**src/rtl/encoded_memory_sequencer.sv**
```systemverilog
// -----------------------------------------------------------------------------
// encoded_memory_sequencer
//
// Upstream controller for the encoded-memory stage (ROM mask + difference RAM).
// A pass loads eight bytes from a valid/ready stream into slots 0..7 (the
// memory itself stores |mask[i] - byte|), then sweeps all eight slots in read
// mode, streaming each stored value out with its slot index while keeping a
// running sum and maximum of the read-back values.
//
// Ports
//   CLK         system clock, rising edge
//   RST         asynchronous, active-high reset
//   start       begin a pass; honoured only in IDLE or DONE
//   in_valid    in_data carries a byte to store
//   in_data     byte to store
//   in_ready    sequencer accepts a byte this cycle (combinational)
//   mem_mode    memory mode, 0 = write, 1 = read (combinational)
//   mem_index   memory slot address (combinational)
//   mem_number  memory write data (combinational, always in_data)
//   mem_result  memory combinational read data
//   out_valid   out_data/out_index valid this cycle
//   out_data    read-back value
//   out_index   slot of out_data
//   sum         running unsigned sum of read-back values
//   max         running unsigned maximum of read-back values
//   done        pass complete, sum/max final
// -----------------------------------------------------------------------------
module encoded_memory_sequencer (
    input  logic        CLK,
    input  logic        RST,
    input  logic        start,
    input  logic        in_valid,
    input  logic [7:0]  in_data,
    output logic        in_ready,
    output logic        mem_mode,
    output logic [2:0]  mem_index,
    output logic [7:0]  mem_number,
    input  logic [7:0]  mem_result,
    output logic        out_valid,
    output logic [7:0]  out_data,
    output logic [2:0]  out_index,
    output logic [10:0] sum,
    output logic [7:0]  max,
    output logic        done
);

    typedef enum logic [1:0] {
        IDLE  = 2'd0,
        WRITE = 2'd1,
        READ  = 2'd2,
        DONE  = 2'd3
    } state_t;

    state_t     state;
    state_t     state_nxt;
    logic [2:0] wr_cnt;
    logic [2:0] rd_cnt;
    logic       clear;

    // A pass (re)starts only from IDLE or DONE; start is ignored mid-pass.
    assign clear = start && (state == IDLE || state == DONE);

    // Next-state logic and the combinational memory/handshake outputs.
    always_comb begin
        // NOTE: every output of this block gets a default first so that no
        // path through the case statement leaves one unassigned (no latches).
        state_nxt  = state;
        in_ready   = 1'b0;
        mem_mode   = 1'b1;
        mem_index  = 3'd0;
        mem_number = in_data;

        case (state)
            IDLE: begin
                if (start) state_nxt = WRITE;
            end
            WRITE: begin
                in_ready  = 1'b1;
                mem_index = wr_cnt;
                // The memory writes on every edge in mode 0, so write mode is
                // asserted only when a byte is really being handed over.
                if (in_valid) begin
                    mem_mode = 1'b0;
                    if (wr_cnt == 3'd7) state_nxt = READ;
                end
            end
            READ: begin
                mem_index = rd_cnt;
                if (rd_cnt == 3'd7) state_nxt = DONE;
            end
            DONE: begin
                if (start) state_nxt = WRITE;
            end
            default: state_nxt = IDLE;
        endcase
    end

    // State register.
    always_ff @(posedge CLK or posedge RST) begin
        // NOTE: sequential state is updated with non-blocking assignments so
        // every register samples the pre-edge values of its inputs.
        if (RST) state <= IDLE;
        else     state <= state_nxt;
    end

    // Counters and registered outputs.
    always_ff @(posedge CLK or posedge RST) begin
        if (RST) begin
            wr_cnt    <= 3'd0;
            rd_cnt    <= 3'd0;
            out_valid <= 1'b0;
            out_data  <= 8'd0;
            out_index <= 3'd0;
            sum       <= 11'd0;
            max       <= 8'd0;
            done      <= 1'b0;
        end else begin
            out_valid <= 1'b0;

            if (clear) begin
                wr_cnt <= 3'd0;
                rd_cnt <= 3'd0;
                sum    <= 11'd0;
                max    <= 8'd0;
                done   <= 1'b0;
            end

            // The 3-bit wrap 7 -> 0 coincides with the WRITE -> READ move.
            if (state == WRITE && in_valid) begin
                wr_cnt <= wr_cnt + 3'd1;
            end

            if (state == READ) begin
                out_valid <= 1'b1;
                out_data  <= mem_result;
                out_index <= rd_cnt;
                sum       <= sum + {3'b000, mem_result};
                if (mem_result > max) max <= mem_result;
                rd_cnt    <= rd_cnt + 3'd1;
                // The last read-back word and done appear together.
                if (rd_cnt == 3'd7) done <= 1'b1;
            end
        end
    end

endmodule

```
**config.mk**
```make
export PLATFORM = sky130hd
export DESIGN_NAME = encoded_memory_sequencer
export DESIGN_NICKNAME = d
export VERILOG_FILES = /design/src/rtl/encoded_memory_sequencer.sv
export SDC_FILE = /design/constraint.sdc
export NUM_CORES = 1
export LEC_CHECK = 0
export ABC_AREA = 1
export BUFFER_PORTS_ARGS = -buffer_cell sky130_fd_sc_hd__buf_2
export CORE_ASPECT_RATIO = 1.75
export CORE_MARGIN = 4
export CORE_UTILIZATION = 54
export CTS_BUF_LIST = sky130_fd_sc_hd__clkbuf_2
export CTS_CLUSTER_DIAMETER = 50
export CTS_CLUSTER_SIZE = 12
export DETAILED_ROUTE_END_ITERATION = 10
export GPL_TIMING_DRIVEN = 0
export PLACE_DENSITY_LB_ADDON = 0.25
export SYNTH_ARGS = -nofsm -noshare
export SYNTH_HDL_FRONTEND = slang
export SYNTH_SLANG_ARGS = --single-unit
```
**constraint.sdc**
```tcl
create_clock -name CLK -period 2 [get_ports CLK]
set_input_delay 0 -clock CLK [delete_from_list [all_inputs] [get_ports CLK]]
set_output_delay 0 -clock CLK [all_outputs]
set_load 0.005 [all_outputs]
```
==> summary.txt <==
Status
  • Status: completed

Setup path
  • CP max-delay cell: dfrtp_1
  • CP endpoint kind: output pin
  • Crit Path Category: flop to output pin
  • Worst Setup EP: mem_index[0]
  • Startpoint types: flop
  • Reg2reg start: sum[0]
  • Req. time, crit path: 2.00 ns
  • CP Cell Sequence: inv_1 > ha_1 > buf_4 > clkbuf_4 > nand2_1 > a21oi_1 > buf_2
  • Crit-path max FO: 10
  • Worst reg2reg path endpoint: sum[8]
  • Setup crit start: state[0]
  • Crit path DAT: about 1.8 ns
  • R2R Setup Slk: roughly 0.22 ns
  • Worst Reg-to-Reg Cells: 10
  • Crit-path max cell delay: ~0.44 ns

Die
  • # IOs: 65
  • Die Height: ~96 µm
  • Core region area: between 4000 and 5000 µm²
  • Chip width: 58.47 µm
  • Row Count: 31
  • Initial core utilization: 56.94%
  • DIE AREA: 5632 µm²

Routing
  • DR vias: around 2,200
  • Starting DRT DRC Count: between 50 and 60
  • DRC: 0
  • Routed wire length: approximately 5800 µm
  • Vias per cell: between 5 and 6
  • DRT Pass-1 Iters: 4
  • Post-route antenna net violation count: 0
  • Post-DR wirelength/cell: 13.58 µm

Finish
  • Final net count: 420
  • Synth-to-layout area growth: 22.40%
  • Layout cells sized above 1: 23.94%
  • Fin area: a little under 3000 µm²
  • Number of diodes: 0
  • Non-filler cells, final: 425

Yosys
  • Synth area leaders: dfrtp_1, nand2_1, ha_1
  • Synth area leader: dfrtp_1
  • Mapped Cells: between 300 and 400
  • Post-Syn Nets: ~350
  • Count leader, synth: nand2_1
  • Predominant post-synthesis flop cell: dfrtp_1
  • Synth top cells by count: nand2_1, dfrtp_1, inv_1, nand3_1, ha_1
  • Synthesized area per cell: roughly 8.0 µm²
  • YS warnings: 0
  • Ys async rst share: 100.0%
  • Netlist cell types: 31
  • Seq/Total Area, Yosys: 41.58%
  • Number of flops mapped to enable cells by yosys: 0
  • Yosys reg bits: 40
  • Mapped cell area: roughly 2400 µm²
  • Yosys top cell area share: 41.58%

Timing
  • Fin. max-slew vios: 0
  • FMAX: about 550 MHz
  • Slew @ Worst Pin: approximately 0.85 ns
  • Ratio of final minimum period to clock period: 90.69%
  • RSZ-0062 raised after global routing: no
  • Slew margin rel.: between 40% and 50%
  • Fin Clk Skew: roughly 0.019 ns
  • Min Tclk post-route: approximately 1.8 ns
  • Hold Vio Cnt, Final: 0
  • Setup TNS: 0 ns
  • Final Setup Violations: 0

CTS
  • CTS tree: built
  • Post-CTS setup buffers: 0
  • Clk pin slew, worst setup/hold paths: 0.18 ns
  • Number of CTS-inserted buffers: 5
  • CTS Sinks: 40
  • CTS Root Cell: clkbuf_2
  • Worst-Skew Late Latency: approximately 0.4 ns
  • Clock Path Buffers: 2
  • Max H-tree Level: 2

Global route
  • Pin count of the biggest net entering global routing: 41
  • Initial antenna violation count: 0
  • Vias in the first global route: 2,164
  • Gr usage total: 22.37%
  • Grt total ovfl: 0
  • First-pass GRT wire length: about 9500 µm

Power and ir drop
  • Leakage: 1.723 nW
  • Comb pwr share: around 51%
  • Power, Total: between 3 and 4 mW
  • Clock Power Share: ~15%
  • Part of the power in registers: 33.5%
  • Switching portion of total power: 42.12%
  • Maximum VDD drop: 1.176 mV
  • Switch Pwr: roughly 1.6 mW
  • Pint: ~2.3 mW
  • Pwr per Cell Area: roughly 1300 nW/µm²

Min path
  • HP Class: input pin to output pin
  • Worst hold path stage count: 2

Placement
  • Placed Area: 2749 µm²
  • Final HPWL DP: 4380 µm
  • Dpl cells: around 400
  • IO buf count: 56
  • GPL Wtd Cong: ~0.82

Flow run
  • Max Cap Viol: 0
layer usage:
metal  global-route usage, %  wire length [µm]
met1                   22.19              2136
met2                   44.50              3271
met3                   3.624               281
met4                   8.124                80
met5                       0                 0
critical path: cells and delay by family, from the launching register on:
kind | cells | cell delay, ns
AOI/OAI and AO/OA | 1 | 0.14
adders and majority gates | 1 | 0.17
buffers and inverters | 4 | 0.60
DFF | 1 | 0.44
and+or+nand+nor | 1 | 0.08
how the worst min path moves through the flow:
stage | to | startpoint
4_1_cts | mem_number[2] | in_data[2]
3_3_place_gp | mem_number[1] | in_data[1]
5_1_grt | mem_number[6] | in_data[6]
3_5_place_dp | mem_number[6] | in_data[6]
2_1_floorplan | mem_number[0] | in_data[0]
6_report | mem_number[0] | in_data[0]
through the flow:
| stage | utilization, % | setup WS, ns | hold WS [ns] |
|---|---|---|---|
| global placement | 65.02 | 0.3244 | 0.1673 |
| CTS | 69.64 | 0.1144 | 0.1678 |
| detailed placement | 65.02 | 0.2410 | 0.1679 |
| global route | 69.70 | 0.02306 | 0.1704 |
| finish | 69.70 | 0.1862 | 0.1661 |
| floorplan | - | 0.4203 | 0.08082 |
power groups by stage:
stage | Sequential, mW | Combinational (mW) | Clock [mW]
3_3_place_gp | 1.32 | 1.91 | 0
3_5_place_dp | 1.33 | 1.99 | 0
2_1_floorplan | 1.34 | 1.32 | 0
4_1_cts | 1.31 | 2.02 | 0.607
6_report | 1.31 | 2.00 | 0.600
5_1_grt | 1.35 | 2.27 | 0.642
layout make-up:
type	instances	area (µm²)
multi-input combinational	221	1202
clock inverter	2	60.06
clock buffer	5	25.02
sequential	40	1001
fill	360	1281
tap	49	61.31
timing repair buffer	67	390.4
inverter	28	107.6
buffer	13	98.84
cell usage in the layout (no fill, tap or decap), drive strengths merged:
| cell type | n |
|---|---|
| and2 | 1 |
| nand2 | 116 |
| and3 | 1 |
| fa | 1 |
| o21ai | 9 |
| a22o | 5 |
| o22ai | 1 |
| a21oi | 10 |
| inv | 27 |
| a21boi | 1 |
| o21a | 1 |
| clkbuf | 6 |
| nand3 | 25 |
| buf | 68 |
| bufinv | 2 |
| clkinv | 1 |
| dlygate4sd3 | 11 |
| mux2i | 1 |
| ha | 23 |
| nor2 | 24 |
| xnor2 | 1 |
| dfrtp | 40 |
| o21bai | 1 |
sequential cells by signal, indices dropped and copies added (netlist names):
| name | count |
|---|---|
| wr_cnt | 3 |
| done | 1 |
| sum | 11 |
| rd_cnt | 3 |
| out_index | 3 |
| out_data | 8 |
| max | 8 |
| state | 2 |
| out_valid | 1 |
logic make-up after synthesis:
group                      after synthesis  share of synthesized area [%]
AOI/OAI and AO/OA                       28                          7.589
xor gates and xnor gates                 1                         0.3639
adders and majority gates               24                          12.79
buffers and inverters                   41                          8.472
DFF                                     40                          41.58
muxes                                    1                         0.4158
and+or+nand+nor                        167                          28.79
repair_timing:
item                                    in CTS  in global routing
hold endpoints to repair                    61                  0
hold buffers                                11                  0
resized for setup                            0                  1
endpoints found under the setup margin       0                  1
No activity file was read; power rests on OpenSTA's default activity.
